File: src/rtl/bias_ramp_pkg.sv
// Shared bias-path definitions: sequencer state encoding, default widths
// and the serial DAC frame length.
package bias_ramp_pkg;

  localparam int DAC_W_DEF     = 8;
  localparam int DWELL_W_DEF   = 16;
  localparam int ACK_TMO_DEF   = 8;
  // sp_clk cycles the serializer holds busy for one frame (/4 DAC clock)
  localparam int DAC_FRAME_LEN = 66;

  typedef enum logic [2:0] {
    S_IDLE      = 3'd0,
    S_CALC      = 3'd1,
    S_SEND      = 3'd2,
    S_WAIT_ACK  = 3'd3,
    S_WAIT_DONE = 3'd4,
    S_DWELL     = 3'd5
  } state_t;

endpackage

File: src/rtl/bias_ramp_if.sv
// Write handshake between the bias ramp sequencer and the DAC serializer.
interface bias_ramp_if #(
  parameter int DAC_W = 8
) ();
  logic [DAC_W-1:0] dac_data;
  logic             dac_data_val;
  logic             dac_busy;

  modport master (output dac_data, output dac_data_val, input dac_busy);
  modport slave  (input dac_data, input dac_data_val, output dac_busy);
endinterface

File: src/rtl/bias_ramp.sv
// Slew-limited bias setpoint sequencer: walks the DAC toward the target in
// bounded steps, one serializer frame plus a dwell per step.
module bias_ramp
  import bias_ramp_pkg::*;
#(
  parameter int DAC_W   = DAC_W_DEF,
  parameter int DWELL_W = DWELL_W_DEF,
  parameter int ACK_TMO = ACK_TMO_DEF
) (
  input  logic               sp_clk,
  input  logic               sp_rst,
  input  logic [DAC_W-1:0]   tgt_code,
  input  logic               tgt_val,
  input  logic [3:0]         step,
  input  logic [DWELL_W-1:0] dwell,
  input  logic               abort,
  bias_ramp_if.master        dac,
  output logic [DAC_W-1:0]   cur_code,
  output logic               ramp_busy,
  output logic               ramp_done,
  output logic               ack_err
);

  localparam int            AW       = $clog2(ACK_TMO) + 1;
  localparam logic [AW-1:0] ACK_LAST = AW'(ACK_TMO - 1);

  state_t             state;
  logic [DAC_W-1:0]   tgt_q;
  logic [DAC_W-1:0]   dac_data_q;
  logic               dac_val_q;
  logic               abort_q;
  logic               abort_pend;
  logic [AW-1:0]      ack_cnt;
  logic [DWELL_W-1:0] dwell_cnt;

  assign dac.dac_data     = dac_data_q;
  assign dac.dac_data_val = dac_val_q;
  assign abort_pend       = abort_q | abort;

  // One extra bit of headroom so neither end of the code range wraps.
  function automatic logic [DAC_W-1:0] next_code(input logic [DAC_W-1:0] cur,
                                                 input logic [DAC_W-1:0] tgt,
                                                 input logic [3:0]       stp);
    logic [DAC_W:0] s, r;
    s = (stp == 4'd0) ? (DAC_W+1)'(1) : (DAC_W+1)'(stp);
    if (tgt > cur) begin
      r = {1'b0, cur} + s;
      next_code = (r > {1'b0, tgt}) ? tgt : r[DAC_W-1:0];
    end else begin
      r = {1'b0, cur} - s;
      next_code = (r[DAC_W] || (r[DAC_W-1:0] < tgt)) ? tgt : r[DAC_W-1:0];
    end
  endfunction

  always_ff @(posedge sp_clk) begin
    if (sp_rst) begin
      state      <= S_IDLE;
      tgt_q      <= '0;
      dac_data_q <= '0;
      dac_val_q  <= 1'b0;
      abort_q    <= 1'b0;
      ack_cnt    <= '0;
      dwell_cnt  <= '0;
      cur_code   <= '0;
      ramp_busy  <= 1'b0;
      ramp_done  <= 1'b0;
      ack_err    <= 1'b0;
    end else begin
      dac_val_q <= 1'b0;
      ramp_done <= 1'b0;
      if (tgt_val) tgt_q   <= tgt_code;
      if (abort)   abort_q <= 1'b1;
      // every return to IDLE below also drops ramp_busy and abort_q
      case (state)
        S_IDLE: begin
          abort_q <= 1'b0;
          if (tgt_val && !abort) begin
            if (tgt_code != cur_code) begin
              state     <= S_CALC;
              ramp_busy <= 1'b1;
            end else begin
              ramp_done <= 1'b1;
            end
          end
        end
        S_CALC: begin
          if (abort_pend) begin
            state <= S_IDLE; ramp_busy <= 1'b0; abort_q <= 1'b0;
          end else if (tgt_q == cur_code) begin
            // a retarget onto the current code needs no frame
            ramp_done <= 1'b1;
            state <= S_IDLE; ramp_busy <= 1'b0; abort_q <= 1'b0;
          end else begin
            dac_data_q <= next_code(cur_code, tgt_q, step);
            dac_val_q  <= 1'b1;
            ack_cnt    <= '0;
            state      <= S_SEND;
          end
        end
        S_SEND: begin
          ack_cnt <= ack_cnt + AW'(1);
          state   <= S_WAIT_ACK;
        end
        S_WAIT_ACK: begin
          if (dac.dac_busy) begin
            state <= S_WAIT_DONE;
          end else if (ack_cnt == ACK_LAST) begin
            ack_err <= 1'b1;
            state <= S_IDLE; ramp_busy <= 1'b0; abort_q <= 1'b0;
          end else begin
            ack_cnt <= ack_cnt + AW'(1);
          end
        end
        S_WAIT_DONE: begin
          if (!dac.dac_busy) begin
            cur_code <= dac_data_q;
            if (dac_data_q == tgt_q) begin
              ramp_done <= 1'b1;
              state <= S_IDLE; ramp_busy <= 1'b0; abort_q <= 1'b0;
            end else if (abort_pend) begin
              state <= S_IDLE; ramp_busy <= 1'b0; abort_q <= 1'b0;
            end else begin
              dwell_cnt <= '0;
              state     <= S_DWELL;
            end
          end
        end
        S_DWELL: begin
          if (abort_pend) begin
            state <= S_IDLE; ramp_busy <= 1'b0; abort_q <= 1'b0;
          end else if ((dwell_cnt + DWELL_W'(1)) >= dwell) begin
            state <= S_CALC;
          end else begin
            dwell_cnt <= dwell_cnt + DWELL_W'(1);
          end
        end
        default: begin
          state <= S_IDLE; ramp_busy <= 1'b0; abort_q <= 1'b0;
        end
      endcase
    end
  end

endmodule
File: src/flat_wrapper.sv
// flat-port wrapper written by rule: the top's interface ports become plain ports
module bias_ramp_flat import bias_ramp_pkg::*;
#(
  parameter int DAC_W   = DAC_W_DEF,
  parameter int DWELL_W = DWELL_W_DEF,
  parameter int ACK_TMO = ACK_TMO_DEF
)
  (sp_clk, sp_rst, tgt_code, tgt_val, step, dwell, abort, cur_code, ramp_busy, ramp_done, ack_err, dac_dac_data, dac_dac_data_val, dac_dac_busy);
  bias_ramp_if #(.DAC_W(DAC_W)) dac_i ();
  input  logic sp_clk;
  input  logic sp_rst;
  input  logic [DAC_W-1:0] tgt_code;
  input  logic tgt_val;
  input  logic [3:0] step;
  input  logic [DWELL_W-1:0] dwell;
  input  logic abort;
  output logic [DAC_W-1:0] cur_code;
  output logic ramp_busy;
  output logic ramp_done;
  output logic ack_err;
  output wire logic [$bits(dac_i.dac_data)-1:0] dac_dac_data;
  output wire logic [$bits(dac_i.dac_data_val)-1:0] dac_dac_data_val;
  input wire logic [$bits(dac_i.dac_busy)-1:0] dac_dac_busy;
  assign dac_dac_data = dac_i.dac_data;
  assign dac_dac_data_val = dac_i.dac_data_val;
  assign dac_i.dac_busy = dac_dac_busy;
  bias_ramp #(.DAC_W(DAC_W), .DWELL_W(DWELL_W), .ACK_TMO(ACK_TMO)) u_core (.sp_clk(sp_clk), .sp_rst(sp_rst), .tgt_code(tgt_code), .tgt_val(tgt_val), .step(step), .dwell(dwell), .abort(abort), .dac(dac_i), .cur_code(cur_code), .ramp_busy(ramp_busy), .ramp_done(ramp_done), .ack_err(ack_err));
endmodule
File: config.mk
export PLATFORM = sky130hd
export DESIGN_NAME = bias_ramp_flat
export DESIGN_NICKNAME = d
export VERILOG_FILES = /design/src/rtl/bias_ramp_pkg.sv /design/src/rtl/bias_ramp_if.sv /design/src/rtl/bias_ramp.sv /design/src/flat_wrapper.sv
export SDC_FILE = /design/constraint.sdc
export NUM_CORES = 1
export LEC_CHECK = 0
export CAP_MARGIN = 15
export CELL_PAD_IN_SITES_DETAIL_PLACEMENT = 0
export CELL_PAD_IN_SITES_GLOBAL_PLACEMENT = 2
export CORE_UTILIZATION = 36
export CTS_CLUSTER_SIZE = 24
export DETAILED_ROUTE_END_ITERATION = 8
export PLACE_DENSITY = 0.92
export SLEW_MARGIN = 0
export SYNTH_ARGS = -nofsm -noshare
export SYNTH_HDL_FRONTEND = slang
export SYNTH_SLANG_ARGS = --single-unit
File: constraint.sdc
create_clock -name sp_clk -period 13.2 [get_ports sp_clk]
set_clock_uncertainty 0.1 [all_clocks]
set_input_delay 3.3 -clock sp_clk [delete_from_list [all_inputs] [get_ports sp_clk]]
set_output_delay 3.3 -clock sp_clk [all_outputs]
set_load 0.05 [all_outputs]
* After elaboration in Yosys (flattened, before gate mapping)
Index checks and enable logic that the tools add are counted.
** Operators by class
- $lt $le $gt $ge :: 4
- $add $sub $neg :: 4
- Bitwise operators :: 6
- Equality and inequality tests :: 24
- Mux-type cells :: 54
- Reductions and logical operators :: 15
** Operator list (number)
- $mux W16 :: 5
- $pmux W16 S2 :: 1
- $mux W3 :: 10
- $mux W1 :: 24
- $mux W8 :: 3
- $mux W4 :: 5
- $ne A2 B2 Y1 const B :: 9
- $pmux W3 S6 :: 1
- $add A16 B1 Y16 const B :: 1
- $eq A8 B8 Y1 :: 2
- $ge A16 B16 Y1 :: 1
- $pmux W4 S3 :: 1
- $reduce_and A5 Y1 :: 2
- $add A8 B9 Y9 :: 1
- $gt A9 B8 Y1 :: 1
- $sub A8 B9 Y9 :: 1
- $gt A8 B8 Y1 :: 1
- $lt A8 B8 Y1 :: 1
- $ne A8 B8 Y1 :: 1
- $reduce_and A7 Y1 :: 1
- $eq A3 B2 Y1 const B :: 2
- $eq A3 B3 Y1 const B :: 2
- $ne A2 B1 Y1 const B :: 3
- $ne A3 B1 Y1 const B :: 2
- other kinds (21) :: 26
** Word-level totals
- Input bits :: 33
- Word-level logic and storage cells :: 118
- Register bits :: 52
- Output and inout bits :: 20

* Longest topological paths before layout
Gate-level depths: netlist of run 1.
- Depth after elaboration :: 7
- Gate-level depth with buffers :: 16
- Depth with buffers taken out :: 15

* Worst setup path after synthesis of run 1
Ideal clock, no wire load.
- Path kind :: input port to flip-flop
- From :: in step[2]
- To :: reg u_core.dac_data_q[0], in the netlist u_core.dac.dac_data[0]
- Data arrival time :: 6.380 ns
- Setup slack :: 6.625 ns
- Required time :: 13.005 ns
- Path buffers :: 1
- Setup time :: 0.095 ns
- Stages on the path :: 16
- Cell sequence :: inv_1 > a31o_2 > ha_1 > fa_1 > nand2b_4 > a21oi_2 > o211ai_1 > xnor2_1 > ha_1 > a21o_1 > a21oi_1 > nor3b_1 > o22a_1 > buf_6 > mux2_4 > a221oi_1
** Between the ends
- Longest elaborated chain between the ends :: 7
- Elaborated cells on any way between the ends :: 10
- Those cells by class :: add/sub (2); order compare (2); mux (4); reduce/logical (2)
** RTL lines
- from (decl) :: RTL line flat_wrapper.sv:14 : input logic [3:0] step;
- $logic_not A4 Y1 :: RTL line bias_ramp.sv:45 : s = (stp == 4'd0) ? (DAC_W+1)'(1) : (DAC_W+1)'(stp);
- $mux W4 * :: RTL line bias_ramp.sv:45
- $sub A8 B9 Y9 :: RTL line bias_ramp.sv:50 : r = {1'b0, cur} - s;
- $lt A8 B8 Y1 :: RTL line bias_ramp.sv:51 : next_code = (r[DAC_W] || (r[DAC_W-1:0] < tgt)) ? tgt : r[DAC_W-1:0];
- $logic_or A1 B1 Y1 :: RTL line bias_ramp.sv:51
- $mux W8 :: RTL line bias_ramp.sv:51
- $mux W8 * :: RTL line bias_ramp.sv:46 : if (tgt > cur) begin
- to (signal assigned) :: RTL line bias_ramp.sv:94 : dac_data_q <= next_code(cur_code, tgt_q, step);
- to (decl) :: RTL line bias_ramp.sv:29 : logic [DAC_W-1:0] dac_data_q;
Mark *: on every way between the ends. The rest lies on a longest branch, timed or not.
A chain may end at the register's enable or synchronous reset.

* Worst setup path after layout of run 1
- From :: in step[1]
- To :: reg u_core.dac_data_q[1], in the netlist u_core.dac.dac_data[1]
Same word-level chain as after synthesis.

==> results.txt, run 1 <==
----------------------------------------------------
[Power]
  Part of the total power dissipated in the clock network ... 42.5%
  Sw frac ... 25.83%
  Switching component of the power ... 0.0001135 W
  Relative contribution of sequential cells to total power ... 38.4%
  Comb pwr share ... 19.1%
  Leakage ... 2.191 nW
  Internal Power ... 0.0003259 W
  Maximum resistive drop on vdd ... 0.00004464 V
  Ratio of total power to cell area ... 85.60 mW/mm²

[STA]
  Worst Max-Slew Pin Slew ... 1035 ps
  Minimum clock period ... 7271 ps
  Total negative slack for setup checks ... 0 ps
  Portion of the clock cycle consumed by the worst path in the final layout ... 55.08%
  Max Fclk ... 137.5 MHz
  Number of hold violations in the final report ... 0
  Max-Slew Margin vs Limit ... 30.98%
  Final setup violation count ... 0
  Pins Over Slew Limit ... 0
  Hold WS ... 368.0 ps
  Unrepaired setup endpoints after global routing ... false

[Yosys]
  Cells taking the most area after synthesis ... dfxtp_1 24%, ha_1 14%, xnor2_1 6.9%
  EDFF count, synth ... 0
  Post-synthesis average cell area ... 8.152 µm²
  Total nets after synthesis ... 614
  Post-synth cell types ... 68
  Total of warnings raised by yosys ... 0
  Netlist area before placement ... 0.004320 mm²
  Synthesized flop and latch total ... 52
  Area leader, netlist ... dfxtp_1
  Area share of the largest cell type after synthesis ... 24.09%
  Number of instances in the synthesized netlist ... 530
  Async set or reset register ratio after synthesis ... 0%
  Top flip-flop cell by instance count after synthesis ... dfxtp_1
  Portion of the post-synthesis area used by sequential elements ... 24.09%

[Clock tree]
  CTS clk-pin slew, worst paths ... 70 ps
  Max Root-Sink Buffers ... 2
  Worst-skew pair later-pin latency ... 290 ps
  Number of buffers inserted by hold repair at cts ... 0
  Cts bufs inserted ... 5
  CTS tree ... built
  Clock tree root driver cell ... clkbuf_16
  Number of instances resized during post-cts repair ... 0
  Maximum level of the CTS H-tree ... 2
  Total clock sinks ... 52
  Post-CTS setup buffer count ... 0

[Setup path]
  Worst EP arrival ... 7330 ps
  Type of origin of the critical path ... input port
  Maximum fanout along the worst path ... 7
  WP data required ... 13,260 ps
  Setup crit end kind ... register
  Category of the critical setup timing path ... in -> reg

[Global routing]
  GR met1 Demand/Resource ... 27.01%
  Overall fraction of global-route tracks in use ... 19.98%
  Met3 Track Usage GR ... 2.831%
  Total gr overflow ... 0
  Via count of the first global-routing pass ... 3,967
  First-pass GRT wire length ... 20.02 mm
  Busiest metal layer after global routing ... met2
  Pin count of the biggest net entering global routing ... 43
  Global-route met2 utilization ... 33.38%
  Initial antenna violation count ... 0

[Floorplan]
  Number of core rows ... 39
  Chip Width ... 111.6 µm
  Area of the core region ... 0.01156 mm²
  Die Area ... 0.01244 mm²
  I/O pin count ... 53
  Initial cell density of the core ... 37.36%
  DIE HEIGHT ... 111.6 µm

[Cells and area]
  Post-layout instance area ... 0.005132 mm²
  Layout cell share with drive strength beyond 1 ... 4.561%
  Antenna diode instance count ... 0
  Area Growth Syn to Fin ... 18.80%
  Number of nets in the final layout ... 653

[Placed design]
  Number of port buffers ... 52
  Weighted congestion at the end of routability-driven global placement ... 0.9125
  Cell area reported after detailed placement ... 0.004917 mm²
  Total half-perimeter wirelength after legalization and detailed placement ... 9.147 mm

[Route]
  Post-DR wirelength/cell ... 16.50 µm
  TritonRoute pass-1 iters ... 7
  1st-iter DRT viols ... 238
  Number of nets with antenna violations after detailed routing ... 0
  Vias per inst ... 5.505
  Vias ... 3,925
  Total length of routed wires ... 11.77 mm
  Count of unresolved DRC violations after routing ... 7

[Status]
  Run status ... finished with violations
  Violated checks ... DRC

[Worst hold path]
  Path type of the worst min-delay path ... reg -> reg

[Job]
  Maximum capacitance violations ... 0

----------------------------------------------------
cells in the final DEF (no fill, tap or decap), types with 4 or more instances in the layout:
cell type,count
and4_1,4
a21o_1,5
o211ai_1,4
a31o_2,4
nor3_1,8
xnor2_1,34
nand3_1,13
mux2i_1,25
nand2_1,55
xor2_1,9
inv_1,42
nor2b_1,4
nor4_1,4
clkbuf_16,5
o21ai_0,16
a221oi_1,4
clkdlybuf4s50_1,52
ha_1,49
and3_1,8
a21oi_1,40
dfxtp_1,52
nand4_1,14
a211oi_1,6
nor2_1,44
nor4b_1,5
sequential cells by signal, indices dropped and copies added (netlist names):
| register | count |
|---|---|
| u_core.tgt_q | 8 |
| u_core.ramp_busy | 1 |
| u_core.cur_code | 8 |
| u_core.dwell_cnt | 16 |
| u_core.state | 3 |
| u_core.dac.dac_data_val | 1 |
| u_core.dac.dac_data | 8 |
| u_core.ramp_done | 1 |
| u_core.abort_q | 1 |
| u_core.ack_err | 1 |
| u_core.ack_cnt | 4 |
path summary, 6_finish.rpt:
| kind | start | to | slack [ps] | depth (start not counted) |
|---|---|---|---|---|
| worst max-delay path | step[1] | u_core.dac.dac_data[1]$_SDFFE_PP0P_ | 5930 | 15 |
| worst min-delay path | u_core.ack_err$_SDFFE_PP0P_ | u_core.ack_err$_SDFFE_PP0P_ | 370 | 2 |
| worst max register to register | u_core.cur_code[0]$_SDFFE_PP0P_ | u_core.dac.dac_data[1]$_SDFFE_PP0P_ | 9200 | 13 |
| worst min register to register | u_core.ack_err$_SDFFE_PP0P_ | u_core.ack_err$_SDFFE_PP0P_ | 370 | 2 |
routing by layer:
metal  vias up  wire, µm
met1      1845      5714
met4         0       124
met5         -         0
met3        11       548
li1       1966         -
met2       103      5378
logic make-up after synthesis:
group                    synth area share, %
AO/OA/AOI/OAI                          18.33
XOR/XNOR                               8.717
adder cells (fa/ha/maj)                15.12
buffers and inverters                  6.284
flip-flops                             24.10
multiplexers                           6.139
AND/OR/NAND/NOR                        21.32
stage by stage:
| step | setup WS [ps] | utilization [%] | power (W) | std cells |
|---|---|---|---|---|
| after floorplan | 6625 | - | 0.0002270 | 530 |
| final | 5929 | 44.38 | 0.0004393 | 713 |
| after global routing | 5622 | 44.38 | 0.0004589 | 713 |
| after CTS | 5960 | 44.38 | 0.0004432 | 713 |
| after global placement | 5805 | 42.52 | 0.0002541 | 705 |
| after detailed placement | 5682 | 42.52 | 0.0002557 | 705 |
final cells by class:
class                           instances  area [µm²]
Clock inverter                          3       90.09
Sequential cell                        52        1041
Tap cell                              143       178.9
Fill cell                            1185        6432
Inverter                               43       161.4
Clock buffer                            5       125.1
Timing Repair Buffer                   53       528.0
Multi-Input combinational cell        414        3008
synth_stat cells (5+ instances only):
cell type	count
nand2_1	55
dfxtp_1	52
nor3_1	8
clkbuf_1	15
nand3_1	13
nand4_1	14
xnor2_1	34
a21oi_1	40
ha_1	49
a21o_1	5
and3_1	8
a211oi_1	6
xor2_1	9
nor2_1	44
inv_1	42
o21ai_0	16
mux2i_1	25
nor4b_1	5
worst max-delay path, cell delays in order:
cell and delay [ps]:
clkdlybuf4s50_1 460, inv_1 140, a31o_2 180, ha_1 170
inv_1 60, fa_1 390, a21o_1 210, a2111oi_4 540
xnor2_1 170, ha_1 320, nand4_1 120, o311ai_1 780
a21oi_1 150, a21oi_1 190, o221ai_1 140
power by group through the flow:
stage	Sequential, W	Combinational, W	Clock [W]
after global routing	0.000170	0.0000933	0.000196
after floorplan	0.000175	0.0000516	0
after detailed placement	0.000172	0.0000835	0
final	0.000169	0.0000839	0.000187
after global placement	0.000172	0.0000817	0
after CTS	0.000169	0.0000840	0.000190
Note: power is estimated with default switching activity, not from simulation.
==> run 2, diff against run 1 <==
- CORE_UTILIZATION: 36 -> 31
- PLACE_DENSITY: 0.92 -> 0.84
- clock period: 13.2 -> 6.55 ns (I/O delays scaled with it)
==> run 2 against run 1 <==
Net effect:
- the flow now finishes without violations
- die area rose by 16%
- setup slack got worse by 5000 ps
- final area fell by 0.56%
- flip-flop and latch count did not move
- final cell count rose by 4.6%
- critical path depth rose by 1
- combinational power rose by 100%
- routed wire length rose by 0.49%
- first-iteration DRC count fell by 1.7%
- via count fell by 1.5%
- sequential power rose by 100%
- critical path type unchanged
==> results.txt, run 2 (synthesized netlist as in run 1, its figures left out) <==
----------------------------------------------------
[Setup path]
  CP delay by family, top ... compound AO/OA/AOI/OAI gates
  Worst path cell trace ... clkdlybuf4s50_1, inv_1, a31o_2, ha_1, fa_1, nand2b_4, a21oi_2, o211ai_1, xnor2_1, ha_1, a21o_1, a21oi_1, nor3b_1, o22a_1, mux2_4, a221oi_1
  Maximum fanout along the worst path ... 7
  Top cell by count, worst path ... ha_1
  Type of origin of the critical path ... input port
  R2r setup slk ... 2610 ps
  Buf/Inv on CP ... 2
  WP data required ... 6640 ps
  Setup crit end kind ... register
  Slowest library cell on the worst path ... clkdlybuf4s50_1
  Maximum single-stage delay on the critical path ... 530 ps
  Worst EP arrival ... 5720 ps
  Category of the critical setup timing path ... in -> reg

[Route]
  1st-iter DRT viols ... 234
  Vias ... 3,868
  Post-DR wirelength/cell ... 15.85 µm
  Count of unresolved DRC violations after routing ... 0
  Number of nets with antenna violations after detailed routing ... 0
  TritonRoute pass-1 iters ... 4
  Total length of routed wires ... 11.82 mm
  Vias per inst ... 5.185

[Cells and area]
  Area of the multi-input gates ... 0.003008 mm²
  Fill cells ... 1,381
  Max FFs per register ... 16
  Top register by number of flip-flops ... u_core.dwell_cnt
  Area Growth Syn to Fin ... 18.13%
  Footprint of the flip-flops and latches ... 0.001041 mm²
  Layout cell share with drive strength beyond 1 ... 4.561%
  Highest-count cells in the layout ignoring fill and taps ... 55 x nand2_1, 52 x clkdlybuf4s50_1, 52 x dfxtp_1, 49 x ha_1, 44 x nor2_1
  Antenna diode instance count ... 0
  Post-layout instance area ... 0.005104 mm²
  Most frequent standard cell in the layout excluding fill and tap cells ... nand2_1
  Number of nets in the final layout ... 654

[Clock tree]
  Max Root-Sink Buffers ... 2
  Cts bufs inserted ... 5
  Total clock sinks ... 52
  Maximum level of the CTS H-tree ... 2
  Number of instances resized during post-cts repair ... 0
  Number of buffers inserted by hold repair at cts ... 0
  Clock tree root driver cell ... clkbuf_16
  CTS tree ... built
  Post-CTS setup buffer count ... 0
  CTS clk-pin slew, worst paths ... 70 ps
  Worst-skew pair later-pin latency ... 290 ps

[STA]
  Worst Max-Slew Pin Slew ... 1034 ps
  Hold WS ... 367.9 ps
  Pins Over Slew Limit ... 0
  Max Fclk ... 177.6 MHz
  Final setup violation count ... 0
  Number of hold violations in the final report ... 0
  Total negative slack for setup checks ... 0 ps
  Minimum clock period ... 5630 ps
  Portion of the clock cycle consumed by the worst path in the final layout ... 85.96%
  Min setup slack post-route ... 919.6 ps
  Unrepaired setup endpoints after global routing ... false
  Max-Slew Margin vs Limit ... 31.05%

[Power]
  Maximum resistive drop on vdd ... 0.0001049 V
  Ratio of total power to cell area ... 149.2 mW/mm²
  Leakage ... 2.157 nW

[Global routing]
  Initial antenna violation count ... 0
  Total gr overflow ... 0
  Pin count of the biggest net entering global routing ... 43
  First-pass GRT wire length ... 19.15 mm
  Overall fraction of global-route tracks in use ... 16.69%
  Via count of the first global-routing pass ... 3,757

[Placed design]
  Cell area reported after detailed placement ... 0.004966 mm²
  Weighted congestion at the end of routability-driven global placement ... 0.8106
  Setup slack after placement ... 609.9 ps
  Number of port buffers ... 52
  Total half-perimeter wirelength after legalization and detailed placement ... 9.244 mm

[Floorplan]
  Chip Width ... 120.1 µm
  Number of core rows ... 42
  DIE HEIGHT ... 120.1 µm
  I/O pin count ... 53
  Area of the core region ... 0.01340 mm²
  Initial cell density of the core ... 32.24%
  Die Area ... 0.01441 mm²

[Worst hold path]
  Path type of the worst min-delay path ... reg -> reg

[Job]
  Maximum capacitance violations ... 0

[Status]
  Run status ... complete, no violations

----------------------------------------------------
[run 2: worst reg2reg max path: stages, from the launching register on]
cell,delay (ps)
dfxtp_1,570
ha_1,320
nor2b_1,150
o211ai_1,160
a2111oi_0,510
xnor2_1,220
ha_1,290
a21oi_1,150
nor3b_1,300
o22a_1,490
mux2_4,350
a221oi_1,220
[run 2: path summary, 6_finish.rpt]
kind                                   start                                   to  cells past startpoint
min reg2reg      u_core.ack_err$_SDFFE_PP0P_          u_core.ack_err$_SDFFE_PP0P_                      2
max                                  step[1]  u_core.dac.dac_data[0]$_SDFFE_PP0P_                     16
max reg2reg  u_core.cur_code[1]$_SDFFE_PP0P_  u_core.dac.dac_data[0]$_SDFFE_PP0P_                     11
min              u_core.ack_err$_SDFFE_PP0P_          u_core.ack_err$_SDFFE_PP0P_                      2
[run 2: cell type report]
type / count / share of cell area (%)
multi-input cells: 414 / 58.94
flip-flops and latches: 52 / 20.40
repair buffers: 54 / 10.49
well taps: 176 / 4.315
inverters: 43 / 3.163
clock buffers: 5 / 2.452
clock inverters: 2 / 0.2452
[run 2: layer usage]
metal  GRT usage (%)  part of all wire, %  vias up
li1                -                    -     1968
met1           21.97                   49     1817
met2           28.63                   47       77
met3           2.852                  3.7        6
met4           2.813                 0.55        0
met5               0                    0        -
[run 2: through the flow]
stage / total power, W / std cells / util, %
after global routing: 0.0007992 / 746 / 38.09
after global placement: 0.0005125 / 739 / 37.06
after CTS: 0.0007677 / 746 / 38.09
after floorplan: 0.0004575 / 530 / -
after detailed placement: 0.0005145 / 739 / 37.06
final: 0.0007614 / 746 / 38.09
[run 2: power by group]
part	internal [W]	leakage, nW	switching [W]
registers	0.000325	0.421	0.0000147
clock network	0.000139	0.0657	0.000114
logic	0.0000752	1.67	0.0000942
total	0.000539	2.16	0.000223
==> run 3, diff against run 2 <==
- CORE_ASPECT_RATIO: not set -> 1.75
==> run 3 against run 2 <==
Net effect:
- via count grew 4.3%
- final area grew 0.15%
- register-to-register slack lost 80 ps
- non-clock buffer count is the same
- critical path type unchanged
- largest cell class unchanged
==> results.txt, run 3 (synthesized netlist as in run 1, its figures left out) <==
----------------------------------------------------
[STA]
  Portion of the clock cycle consumed by the worst path in the final layout ... 85.67%
  Unrepaired setup endpoints after global routing ... false
  Worst Max-Slew Pin Slew ... 1064 ps
  Final setup violation count ... 0
  Minimum clock period ... 5612 ps
  Max Fclk ... 178.2 MHz
  Total negative slack for setup checks ... 0 ps
  Max-Slew Margin vs Limit ... 29.10%
  Pins Over Slew Limit ... 0
  Number of hold violations in the final report ... 0

[Setup path]
  Maximum single-stage delay on the critical path ... 520 ps
  Worst r2r path cells ... 11
  Slowest library cell on the worst path ... clkdlybuf4s50_1
  CP delay by family, top ... compound AO/OA/AOI/OAI gates
  Worst EP arrival ... 5720 ps
  Category of the critical setup timing path ... in -> reg
  Maximum fanout along the worst path ... 7
  Setup crit end kind ... register
  Cell depth of the worst setup path ... 16
  Top cell by count, worst path ... ha_1
  Worst path cell trace ... clkdlybuf4s50_1, inv_1, a31o_2, ha_1, fa_1, nand2b_4, a21oi_2, o211ai_1, xnor2_1, ha_1, a21o_1, a21oi_1, nor3b_1, o22a_1, mux2_4, a221oi_1
  WP data required ... 6660 ps
  Buf/Inv on CP ... 2
  Type of origin of the critical path ... input port

[Route]
  TritonRoute pass-1 iters ... 4
  1st-iter DRT viols ... 129
  Top layer used by detailed routing ... met4
  Count of unresolved DRC violations after routing ... 0
  Number of nets with antenna violations after detailed routing ... 0
  Vias ... 4,035
  Detailed-routing wirelength on met1 ... 4.745 mm
  Routed length on met3 ... 295 µm
  Total length of routed wires ... 13.46 mm
  Vias per inst ... 5.416
  Post-DR wirelength/cell ... 18.07 µm
  Met2 routed wirelength ... 7.741 mm

[Global routing]
  Total gr overflow ... 0
  Via count of the first global-routing pass ... 4,020
  Initial antenna violation count ... 0
  Overall fraction of global-route tracks in use ... 19.13%
  Pin count of the biggest net entering global routing ... 43
  First-pass GRT wire length ... 21.14 mm

[Cells and area]
  Area Growth Syn to Fin ... 18.30%
  Top register by number of flip-flops ... u_core.dwell_cnt
  Highest-count cells in the layout ignoring fill and taps ... 55 x nand2_1, 52 x clkdlybuf4s50_1, 52 x dfxtp_1, 49 x ha_1, 44 x nor2_1
  Number of nets in the final layout ... 654
  Max FFs per register ... 16
  Antenna diode instance count ... 0
  Fill cells ... 1,421
  Layout cell share with drive strength beyond 1 ... 4.729%
  Most frequent standard cell in the layout excluding fill and tap cells ... nand2_1
  Final cell count without fillers ... 745

[Floorplan]
  Die Area ... 0.01443 mm²
  Initial cell density of the core ... 31.95%
  I/O pin count ... 53
  Number of core rows ... 56
  Area of the core region ... 0.01352 mm²
  Chip Width ... 91.24 µm
  DIE HEIGHT ... 158.2 µm

[Placed design]
  Total half-perimeter wirelength after legalization and detailed placement ... 10.88 mm
  Number of port buffers ... 52
  Placed Cells ... 737
  Weighted congestion at the end of routability-driven global placement ... 0.8651

[Clock tree]
  Post-CTS setup buffer count ... 0
  CTS clk-pin slew, worst paths ... 80 ps
  Max Root-Sink Buffers ... 2
  Number of instances resized during post-cts repair ... 0
  Total clock sinks ... 52
  Worst-skew pair later-pin latency ... 300 ps
  Maximum level of the CTS H-tree ... 2
  Clock tree root driver cell ... clkbuf_16
  Number of buffers inserted by hold repair at cts ... 0
  CTS tree ... built
  Cts bufs inserted ... 5

[Power]
  Leakage ... 2.166 nW
  Ratio of total power to cell area ... 153.8 mW/mm²
  Maximum resistive drop on vdd ... 0.0001014 V

[Status]
  Run status ... complete, no violations

[Worst hold path]
  Path type of the worst min-delay path ... reg -> reg
  Cell depth of the worst hold path ... 2

[Job]
  Maximum capacitance violations ... 0

----------------------------------------------------
run 3: cell count changes in the layout (fill, tap and decap cells not counted), sizes merged:
cell	previous run	this run
clkinv	2	3
clkinvlp	1	0
inv	42	43
run 3: stage by stage:
| stage | hold slack, ps | instance area, µm² | util (%) | total power [W] | setup WS [ps] |
|---|---|---|---|---|---|
| finish | 379.0 | 5111 | 37.80 | 0.0007859 | 938.5 |
| detailed placement | 372.7 | 4964 | 36.70 | 0.0005211 | 608.1 |
| floorplan | 350.5 | 4320 | - | 0.0004575 | 1637 |
| CTS | 381.2 | 5111 | 37.80 | 0.0007924 | 913.9 |
| global placement | 362.1 | 4964 | 36.70 | 0.0005177 | 763.2 |
| global route | 411.7 | 5111 | 37.80 | 0.0008211 | 631.9 |
run 3: final cells by class:
class | instances | area (µm²) | area share, %
Clock inverter | 3 | 22.52 | 0.4406
Inverter | 43 | 161.4 | 3.158
Multi-Input combinational cell | 414 | 3008 | 58.85
Timing Repair Buffer | 54 | 535.5 | 10.48
Tap cell | 174 | 217.7 | 4.259
Clock buffer | 5 | 125.1 | 2.448
Sequential cell | 52 | 1041 | 20.37
run 3: final timing paths:
path / startpoint / end / slack, ps
max: step[1] / u_core.dac.dac_data[0]$_SDFFE_PP0P_ / 940
min: u_core.dwell_cnt[1]$_SDFFE_PP0P_ / u_core.dwell_cnt[1]$_SDFFE_PP0P_ / 380
max reg2reg: u_core.cur_code[1]$_SDFFE_PP0P_ / u_core.dac.dac_data[0]$_SDFFE_PP0P_ / 2530
min reg2reg: u_core.dwell_cnt[1]$_SDFFE_PP0P_ / u_core.dwell_cnt[1]$_SDFFE_PP0P_ / 380
run 3: worst reg2reg max path, delay by kind of cell (launching register included):
kind                       cells  cell delay, ps
muxes                          1             340
DFF                            1             590
adders and majority gates      2             620
and+or+nand+nor                2             460
xor gates and xnor gates       1             230
AOI/OAI and AO/OA              5            1600
run 3: routing by layer:
layer | GRT usage [%] | up-vias
li1 | - | 1977
met1 | 17.84 | 1946
met3 | 1.777 | 27
met5 | 0 | -
met2 | 39.65 | 85
met4 | 10.81 | 0
run 3: power breakdown:
group          switching [W]  internal, W
registers          0.0000158     0.000324
logic              0.0000984    0.0000753
clock network       0.000129     0.000143
